==> config.mk <==
export PLATFORM = sky130hd
export DESIGN_NAME = sib_tgl_capture
export DESIGN_NICKNAME = d
export VERILOG_FILES = /design/src/rtl/sib_tgl_capture_pkg.sv /design/src/rtl/sib_tgl_edge_det.sv /design/src/rtl/sib_tgl_capture.sv
export SDC_FILE = /design/constraint.sdc
export NUM_CORES = 1
export LEC_CHECK = 0
export CORE_UTILIZATION = 30
export DETAILED_ROUTE_END_ITERATION = 8
export GPL_ROUTABILITY_DRIVEN = 0
export PLACE_DENSITY_LB_ADDON = 0.08
export SLEW_MARGIN = 20
export SYNTH_ARGS = -nofsm -noshare
export SYNTH_HDL_FRONTEND = slang
export SYNTH_SLANG_ARGS = --single-unit
==> constraint.sdc <==
create_clock -name clk_i -period 1.22 [get_ports clk_i]
set_input_delay 0.183 -clock clk_i [delete_from_list [all_inputs] [get_ports clk_i]]
set_output_delay 0.183 -clock clk_i [all_outputs]
set_load 0.05 [all_outputs]
==> src/rtl/sib_tgl_capture_pkg.sv <==
// Shared definitions for the toggle-handshake bus capture block: state encoding,
// settle counter width and settle-interval helpers.
package sib_tgl_capture_pkg;

   localparam int CNT_W      = 4;
   localparam int SETTLE_MAX = (1 << CNT_W) - 1;

   typedef logic [1:0] state_t;

   localparam state_t ST_IDLE   = 2'd0;
   localparam state_t ST_SETTLE = 2'd1;
   localparam state_t ST_CAPT   = 2'd2;

   function automatic bit settle_cyc_legal(input int settle_cyc);
      return (settle_cyc >= 0) && (settle_cyc <= SETTLE_MAX);
   endfunction

   // Counter load value on request detection; zero settle bypasses the counter.
   function automatic logic [CNT_W-1:0] settle_load(input int settle_cyc);
      return (settle_cyc > 0) ? CNT_W'(settle_cyc - 1) : '0;
   endfunction

endpackage

==> src/rtl/sib_tgl_edge_det.sv <==
// Toggle edge detector for handshake receivers: registers the (already
// synchronized) toggle and flags any level change against the previous cycle.
module sib_tgl_edge_det (
   input  logic clk,
   input  logic rst_n,
   input  logic tgl,
   output logic tgl_q,
   output logic tgl_edge
);

   always_ff @(posedge clk or negedge rst_n) begin
      if (!rst_n) begin
         tgl_q <= 1'b0;
      end else begin
         tgl_q <= tgl;
      end
   end

   assign tgl_edge = tgl ^ tgl_q;

endmodule

==> src/rtl/sib_tgl_capture.sv <==
// Destination-side capture of a quasi-static bus under a toggle handshake.
// Optional parity check on the captured word is enabled by SIB_CAP_PARITY_EN.
module sib_tgl_capture
   import sib_tgl_capture_pkg::*;
#(
   parameter int DWIDTH     = 32,
   parameter int SETTLE_CYC = 2
) (
   input  logic              clk_i,
   input  logic              rst_ni,
   input  logic              req_tgl_i,
   input  logic [DWIDTH-1:0] data_i,
   input  logic              clr_ovr_i,
`ifdef SIB_CAP_PARITY_EN
   input  logic              par_i,
   output logic              perr_o,
`endif
   output logic [DWIDTH-1:0] dout_o,
   output logic              dvalid_o,
   output logic              ack_tgl_o,
   output logic              busy_o,
   output logic              ovr_o
);

   generate
      if (!settle_cyc_legal(SETTLE_CYC)) begin : g_bad_settle
         $error("sib_tgl_capture: SETTLE_CYC out of range 0..15");
      end
   endgenerate

   localparam logic [CNT_W-1:0] SETTLE_LOAD = settle_load(SETTLE_CYC);
   localparam bit               SKIP_SETTLE = (SETTLE_CYC == 0);

   state_t           state;
   state_t           state_nxt;
   logic [CNT_W-1:0] cnt;
   logic [CNT_W-1:0] cnt_nxt;
   logic             req_d;
   logic             req_edge;
   logic             capt_fire;
   logic             ovr_set;

   sib_tgl_edge_det u_edge_det (
      .clk      (clk_i),
      .rst_n    (rst_ni),
      .tgl      (req_tgl_i),
      .tgl_q    (req_d),
      .tgl_edge (req_edge)
   );

   always_ff @(posedge clk_i or negedge rst_ni) begin
      if (!rst_ni) begin
         state <= ST_IDLE;
         cnt   <= '0;
      end else begin
         state <= state_nxt;
         cnt   <= cnt_nxt;
      end
   end

   always_comb begin
      state_nxt = state;
      cnt_nxt   = cnt;
      unique case (state)
         ST_IDLE: begin
            if (req_edge) begin
               if (SKIP_SETTLE) begin
                  state_nxt = ST_CAPT;
               end else begin
                  state_nxt = ST_SETTLE;
                  cnt_nxt   = SETTLE_LOAD;
               end
            end
         end
         ST_SETTLE: begin
            if (cnt == '0) begin
               state_nxt = ST_CAPT;
            end else begin
               cnt_nxt = cnt - CNT_W'(1);
            end
         end
         ST_CAPT: begin
            state_nxt = ST_IDLE;
         end
         default: begin
            state_nxt = ST_IDLE;
         end
      endcase
   end

   // Edges arriving while busy are absorbed by the detector and only flagged.
   always_comb begin
      busy_o    = (state != ST_IDLE);
      capt_fire = (state == ST_CAPT);
      ovr_set   = req_edge && (state != ST_IDLE);
   end

   always_ff @(posedge clk_i or negedge rst_ni) begin
      if (!rst_ni) begin
         dout_o    <= '0;
         dvalid_o  <= 1'b0;
         ack_tgl_o <= 1'b0;
      end else begin
         dvalid_o <= capt_fire;
         if (capt_fire) begin
            dout_o    <= data_i;
            ack_tgl_o <= req_d;
         end
      end
   end

   always_ff @(posedge clk_i or negedge rst_ni) begin
      if (!rst_ni) begin
         ovr_o <= 1'b0;
      end else if (ovr_set) begin
         ovr_o <= 1'b1;
      end else if (clr_ovr_i) begin
         ovr_o <= 1'b0;
      end
   end

`ifdef SIB_CAP_PARITY_EN
   always_ff @(posedge clk_i or negedge rst_ni) begin
      if (!rst_ni) begin
         perr_o <= 1'b0;
      end else begin
         perr_o <= capt_fire ? (^{data_i, par_i}) : 1'b0;
      end
   end
`endif

endmodule

# Yosys cells after proc, flatten, opt, wreduce, memory -nomap -nowiden
# Index checks and enable logic that the tools add are counted.
word_totals:
  ff_bits: 42
  latchBits: 0
  ram_bits: 0
  mem_bits_ro: 0
  out_inout_bits: 36
  memories: 0
classes:
  add_sub_neg: 1
  mul: 0
  div_mod_pow: 0
  order_cmp: 0
  n_eq_ne: 5
  n_shift: 0
  n_mux: 8
  bitwise_logic: 1
  reduce_logical: 8
op_table:
  columns: ["op", "count"]
  rows:
  - ["$mux 4", 2]
  - ["$pmux 4 s2", 1]
  - ["$ne 2x2->1 const B", 3]
  - ["$reduce_bool 2->1", 3]
  - ["$logic_not 4->1", 1]
  - ["$mux 2", 2]
  - ["$pmux 2 s2", 1]
  - ["$sub 4x1->4 const B", 1]
  - ["$reduce_and 3->1", 1]
  - ["$eq 2x1->1 const B", 1]
  - ["$eq 2x2->1 const B", 1]
  - ["$logic_not 2->1", 1]
  - ["$mux 1", 2]
  - ["$reduce_and 2->1", 1]
  - ["$logic_and 1x1->1", 1]
  - ["$xor 1x1->1", 1]

# Longest topological paths before layout
# Gate-level depths: netlist (run 1).
logic_depth:
  ltp_word: 3
  mapped_depth: 5
  ltp_nobuf: 5

# Hierarchy
# Synthesis (run 1) repeated with hierarchy kept, for this count alone.
hier_totals:
  hier_cells: 110
  hier_area_um2: 1816.7
by_module_without_submodules:
  columns: ["module", "instances", "cells_per_inst", "area_per_inst_um2", "seq_area_each_um2"]
  rows:
  - ["sib_tgl_capture", 1, 108, 1783.0, 1026.0]
  - ["sib_tgl_edge_det", 1, 2, 33.8, 25.0]

# Worst setup path before layout (run 1)
# Ideal clock, no wire load.
synth_path:
  path_type: "register to register"
  from: "register cnt[0]"
  to: "register cnt[1]"
  setup_ps: 124
  arrival_time_ps: 1218
  required_time_ps: 1096
  slack_ps: -122
  path_stages_with_launch: 6
  period_less_slack_ps: 1342
  cell_sequence: "dfrtp_1 inv_1 ha_1 nor3b_2 and3_1 a211o_1"
synth_between:
  elab_chain_len: 3
  elab_cells_between_ends: 6
synth_lines:
  columns: ["item", "line_no", "source"]
  rows:
  - ["from (decl)", "sib_tgl_capture.sv:36", "logic [CNT_W-1:0] cnt;"]
  - ["from (signal assigned)", "sib_tgl_capture.sv:57", "cnt <= cnt_nxt;"]
  - ["$sub 4x1->4 / $logic_not 4->1 (equally long branches)", "sib_tgl_capture.sv:79, sib_tgl_capture.sv:76", null]
  - ["$mux 4 / $ne 2x2->1 (equally long branches)", null, null]
  - ["$pmux 4 s2 / $reduce_and 3->1 (equally long branches)", null, null]
# Parallel ways exist; a longest one is shown, timed or not. The select of a mux whose other input is x is not followed.
# A chain may end at the register's enable or synchronous reset.

# Final worst setup path (run 1)
layout_path:
  from: "register cnt[1]"
  to: "register cnt[1]"
# The elaborated chain is that of the path after synthesis.

==> results of run 1 <==
-- final cells by class --
class	count	area share
Inverter	4	0.00455
Clock inverter	2	0.00379
Multi-Input combinational cell	57	0.227
Timing Repair Buffer	93	0.393
Sequential cell	42	0.318
Tap cell	72	0.0273
Clock buffer	6	0.0250
-- layout by cell type, fill, tap and decap left out, types with 2 or more instances in the layout --
| cell | n |
|---|---|
| mux2_4 | 34 |
| dfrtp_1 | 42 |
| inv_1 | 2 |
| inv_2 | 2 |
| buf_4 | 13 |
| clkdlybuf4s50_1 | 34 |
| a22o_1 | 2 |
| clkbuf_8 | 6 |
| buf_6 | 4 |
| buf_12 | 38 |
| nor4b_2 | 2 |
-- power breakdown --
| part | internal [uW] | switching (uW) | total, uW |
|---|---|---|---|
| clock network | 455 | 469 | 924 |
| logic | 3920 | 3170 | 7090 |
| registers | 2060 | 709 | 2770 |
-- per-layer routing --
metal	GRT usage	wire length (microns)	part of all wire
met1	0.192	1840	0.44
met2	0.242	2100	0.50
met3	0.0389	223	0.053
met4	0.0436	34	0.0081
met5	0	0	0
-- metrics by stage --
stage	total power [uW]	setup WS, ns
after floorplan	6070	-0.0405
after global placement	9140	-0.231
after detailed placement	9220	-0.285
after CTS	10700	-0.171
after global routing	11300	-0.222
final	10800	-0.183
-- kinds of logic (layout without fill, tap and decap cells) --
| group | count (synthesis) | in the layout |
|---|---|---|
| muxes | 34 | 34 |
| and+or+nand+nor | 13 | 13 |
| xor gates and xnor gates | 1 | 1 |
| AOI/OAI and AO/OA | 8 | 8 |
| DFF | 42 | 42 |
| buffers and inverters | 9 | 105 |
| adders and majority gates | 1 | 1 |
-- state kept, by name, indices dropped and copies added (netlist names) --
| signal | flops |
|---|---|
| state | 2 |
| ovr_o | 1 |
| ack_tgl_o | 1 |
| dout_o | 32 |
| cnt | 4 |
| dvalid_o | 1 |
| u_edge_det.tgl_q | 1 |
-- timing repair --
action                     4_1_cts  5_1_grt
pin swaps                        6        5
setup buffers                   11        1
hold buffers                     1        0
resized for setup               17        6
setup endpoints to repair       20       40
hold endpoints to repair        42        0
gates cloned                     0        1
-- worst register-to-register path: stages (launching register included) --
cell and delay (ns):
dfrtp_1 0.39, inv_2 0.07, ha_4 0.16, nor3b_4 0.15
buf_6 0.14, and3_4 0.14, a211o_1 0.25
-- worst paths after layout --
path / endpoint / cells after the start / slack [ns]
worst max-delay path: cnt[1] / 6 / -0.18
worst min register to register: ack_tgl_o / 1 / 0.54
worst min-delay path: dout_o[16] / 3 / 0.39
min in group clk_i: u_edge_det.tgl_q / 1 / 0.40
max in group asynchronous: dout_o[29] / 3 / 0.62
worst max register to register: cnt[1] / 6 / -0.18
==> reports/metrics.cfg, run 1 <==
[status]
violations = setup timing
status = complete, but fails checks

[timing]
min_period_ns = 1.40
tns_ns = -5.14
rsz0062_at_grt = true
fin_ws_ns = -0.183
clock.fmax_mhz = 713
tightestPinTransition_ns = 0.338
finalSetupViolations = 39
max_slew_margin = 0.774
fin_skew_ns = 0.00518
slew_violations = 0
whs_ns = 0.393
hold_violations = 0
fin_crit_sh = 1.15

[clock_tree]
clock-sinks = 42
clk_pin_slew_ns = 0.08
cts_max_level = 2
cts_root_buf = clkbuf_8
cts_max_path_buffers = 2
clk_latency_ns = 0.29
cts_tree = done
cts_buffers = 5

[grt]
gr-total-overflow = 0
grt_antenna_before_repair = 0
grt_pass1_wl_microns = 7010
grt_max_degree = 43
grt_pass1_vias = 1343
grt_usage = 0.148

[hold_path]
hold_class = input pin to async pin

[detailed_routing]
vias = 1247
drt_iter0_markers = 25
drcViolationCount = 0
dr.pass1.iters = 4
wl_microns = 4210
wl_per_cell_microns = 15.2
ant_nets = 0
vias_per_cell = 4.52

[floorplanning]
io_pins = 72
core_area_sq_um = 5640
die_y_microns = 79.6
core.rowCount = 27
dieArea_sq_um = 6340
start_util = 0.320
die_w_microns = 79.6

[critical_path]
start_kind = flop
end_kind = flop
slowest_delay_ns = 0.39
worstReg2RegStart = cnt[1]
cp.buffers_inverters = 2
worstPathMaxFanout = 5
slowest_stage = dfrtp_1
cp_cell_sequence = inv_2 > ha_4 > nor3b_4 > buf_6 > and3_4 > a211o_1
path_class = flop to flop
required_ns = 1.40
crit_start = cnt[1]
cpLargestDelayFamily = flip-flops
worstPathArrival_ns = 1.58

[cells_and_area]
final_cells = 276
synthToLayoutAreaGrowth_pct = 82.6
postLayoutCoreUtil = 0.585
seqCellArea_sq_um = 1050
antenna_cells = 0
n_fill_cell = 442
drive_gt1_frac = 0.554
final_area_sq_um = 3300
fin_nets = 240
multi_input_area_sq_um = 751

[yosys]
synth_edf_count = 0
synth_top_area_frac = 0.581
synth-compound-area-share = 0.0318
synthXorXnorAreaFrac = 0.00484
syn_area_per_cell_sq_um = 16.7
ys_ff_latch = 42
syn-num-nets = 145
seq_area_frac_synth = 0.581
muxShareOfSynthArea = 0.272
syn_area_sq_um = 1810
yosys.area_share.adder = 0.00692
synthTopCellsByArea = dfrtp_1 58%, mux2_4 24%, buf_12 3.3%
synth_top_family_by_area = multiplexers
synthArstFlopShare = 1.00
yosys_warnings = 0
synthCells = 108
synth_common_cells = 42 x dfrtp_1, 29 x mux2_4, 5 x mux2_2
synth_ff_type = dfrtp_1
synth.distinct_cells = 25
synth_largest_area_cell = dfrtp_1
post-synth-top-count-cell = dfrtp_1
yosys.area_share.simple = 0.0526

[job]
maxCapViolCount = 0

[power_and_ir_drop]
p_leak_uw = 0.00148
irDropWorstVdd_mv = 1.55
p_per_area_nw_per_um2 = 3260

[placement]
numPlacedInstances = 254
placed_cell_area_sq_um = 2990
portBuffers = 71
hpwl_microns = 2630

(Power assumes the default switching activity.)
==> run 2, diff against run 1 <==
--- a/config.mk
+++ b/config.mk
@@ -13,3 +13,4 @@
 export SYNTH_ARGS = -nofsm -noshare
 export SYNTH_HDL_FRONTEND = slang
 export SYNTH_SLANG_ARGS = --single-unit
+export TNS_END_PERCENT = 50
==> reports/metrics.cfg, run 2 (synthesized netlist as in run 1, its figures left out) <==
[clock_tree]
cts_tree = done
clk_pin_slew_ns = 0.08  ; about the same
cts_max_path_buffers = 2  ; unchanged
cts_max_level = 2  ; unchanged
clock-sinks = 42  ; unchanged
clk_latency_ns = 0.29  ; about the same
cts_buffers = 5  ; unchanged
cts_root_buf = clkbuf_8

[critical_path]
worstPathArrival_ns = 1.58  ; about the same
path_class = flop to flop
required_ns = 1.40  ; about the same
cp.buffers_inverters = 2  ; unchanged
cpLargestDelayFamily = flip-flops
slowest_stage = dfrtp_1
worstPathMaxFanout = 5  ; unchanged
slowest_delay_ns = 0.39  ; about the same
start_kind = flop
cp_cell_sequence = inv_2 > ha_4 > nor3b_4 > buf_6 > and3_4 > a211o_1
end_kind = flop

[cells_and_area]
antenna_cells = 0  ; unchanged
final_cells = 275  ; -0.36%
seqCellArea_sq_um = 1050  ; unchanged
drive_gt1_frac = 0.542  ; -0.0120
fin_nets = 239  ; -0.42%
largest_register_ffs = 32  ; unchanged
multi_input_area_sq_um = 746  ; -0.67%
postLayoutCoreUtil = 0.583  ; -0.00222
reg_top3 = dout_o x32, cnt x4, state x2
largest_register = dout_o
n_fill_cell = 446  ; +0.90%
synthToLayoutAreaGrowth_pct = 81.9
mostFrequentLayoutCell = dfrtp_1
final_cell_mix = 42 x dfrtp_1, 38 x buf_12, 34 x mux2_4, 34 x clkdlybuf4s50_1, 12 x buf_4

[timing]
tns_ns = -5.04  ; +0.0919 ns
slew_violations = 0  ; unchanged
rsz0062_at_grt = true
fin_crit_sh = 1.15  ; about the same
min_period_ns = 1.40  ; -0.000906 ns
fin_ws_ns = -0.182  ; +0.000906 ns
finalSetupViolations = 38  ; -2.6%
fin_skew_ns = 0.00516  ; -0.0000201 ns
max_slew_margin = 0.775  ; about the same
hold_violations = 0  ; unchanged
tightestPinTransition_ns = 0.337  ; -0.000561 ns
clock.fmax_mhz = 713  ; about the same

[detailed_routing]
wl_microns = 4210  ; about the same
vias = 1243  ; -0.32%
drt_iter0_markers = 27  ; +8.0%
drcViolationCount = 0  ; unchanged
ant_nets = 0  ; unchanged
wl_per_cell_microns = 15.3  ; +0.39%
dr.pass1.iters = 4  ; unchanged
vias_per_cell = 4.52  ; about the same

[grt]
gr-total-overflow = 0  ; unchanged
grt_usage = 0.148  ; unchanged
busiest_layer = met2
grt.met2_usage = 0.242  ; unchanged
met1_usage = 0.192  ; unchanged
grt_max_degree = 43  ; unchanged
grt_pass1_vias = 1343  ; unchanged
use_met3 = 0.0389  ; unchanged
grt_antenna_before_repair = 0  ; unchanged
grt_pass1_wl_microns = 7010  ; unchanged

[floorplanning]
io_pins = 72  ; unchanged
core.rowCount = 27  ; unchanged
die_y_microns = 79.6  ; unchanged
core_area_sq_um = 5640  ; unchanged
die_w_microns = 79.6  ; unchanged
dieArea_sq_um = 6340  ; unchanged
start_util = 0.320  ; unchanged

[placement]
numPlacedInstances = 254  ; unchanged
hpwl_microns = 2630  ; unchanged
portBuffers = 71  ; unchanged

[status]
status = complete, but fails checks
violations = setup timing

[power_and_ir_drop]
total_power_uw = 10700  ; -0.39%
p_per_area_nw_per_um2 = 3260  ; about the same
p_leak_uw = 0.00147  ; -0.28%
irDropWorstVdd_mv = 1.55  ; unchanged

[hold_path]
hold_class = input pin to async pin

[job]
maxCapViolCount = 0  ; unchanged

-- run 2: changes by cell type in the layout (fill, tap and decap cells not counted) --
cell	delta
nand2_1	+1
nand2_2	-1
nor2_2	-1
nor2_1	+1
buf_4	-1
-- run 2: what timing repair did --
action	4_1_cts	5_1_grt
gates cloned	0	1
resized for setup	17	4
endpoints found under the setup margin	20	40
buffers inserted	11	0
hold buffers	1	0
hold endpoints to repair	42	0
pin swaps	6	3
-- run 2: cell type report --
cell class / instances / share of cell area
tap: 72 / 0.0274
multi-input combinational: 57 / 0.227
clock buffer: 6 / 0.0251
timing repair buffer: 92 / 0.393
sequential: 42 / 0.320
clock inverter: 2 / 0.00381
inverter: 4 / 0.00457
-- run 2: path summary, 6_finish.rpt --
kind                                   from          endpoint  slack (ns)  depth (start not counted)
min                                  rst_ni        dout_o[16]        0.39                          3
min reg2reg                u_edge_det.tgl_q         ack_tgl_o        0.54                          1
min in group clk_i                req_tgl_i  u_edge_det.tgl_q        0.40                          1
max reg2reg                          cnt[1]            cnt[1]       -0.18                          6
max in group asynchronous            rst_ni        dout_o[29]        0.62                          3
max                                  cnt[1]            cnt[1]       -0.18                          6
-- run 2: layer usage --
layer  wire length, microns  part of all wire
met5                      0                 0
met3                    223             0.053
met2                   2110              0.50
met4                     34            0.0081
met1                   1840              0.44
-- run 2: worst reg2reg max path: cells and delay by family, from the launching register on --
kind / cells / cell delay [ns]
buf+inv: 2 / 0.20
compound gates: 1 / 0.25
flops: 1 / 0.39
fa+ha+maj: 1 / 0.16
simple gates: 2 / 0.29
-- run 2: metrics by stage --
stage	worst slack, ns	cell area [sq um]	hold WS [ns]
2_1_floorplan	-0.0405	1830	-0.113
3_3_place_gp	-0.231	2990	0.175
3_5_place_dp	-0.285	2990	0.174
4_1_cts	-0.171	3250	0.397
5_1_grt	-0.222	3290	0.401
6_report	-0.182	3290	0.394
-- run 2: where the power goes --
group          internal, uW  leakage [uW]  switching [uW]
Combinational          3890      0.000913            3150
Sequential             2060      0.000513             710
Clock                   455     0.0000472             469
==> run 3, diff against run 2 <==
--- a/config.mk
+++ b/config.mk
@@ -6,6 +6,7 @@
 export NUM_CORES = 1
 export LEC_CHECK = 0
 export CORE_UTILIZATION = 30
+export CTS_CLUSTER_SIZE = 10
 export DETAILED_ROUTE_END_ITERATION = 8
 export GPL_ROUTABILITY_DRIVEN = 0
 export PLACE_DENSITY_LB_ADDON = 0.08
==> results of run 3 <==
No change in the layout: final DEF, timing and power equal those of run 2.
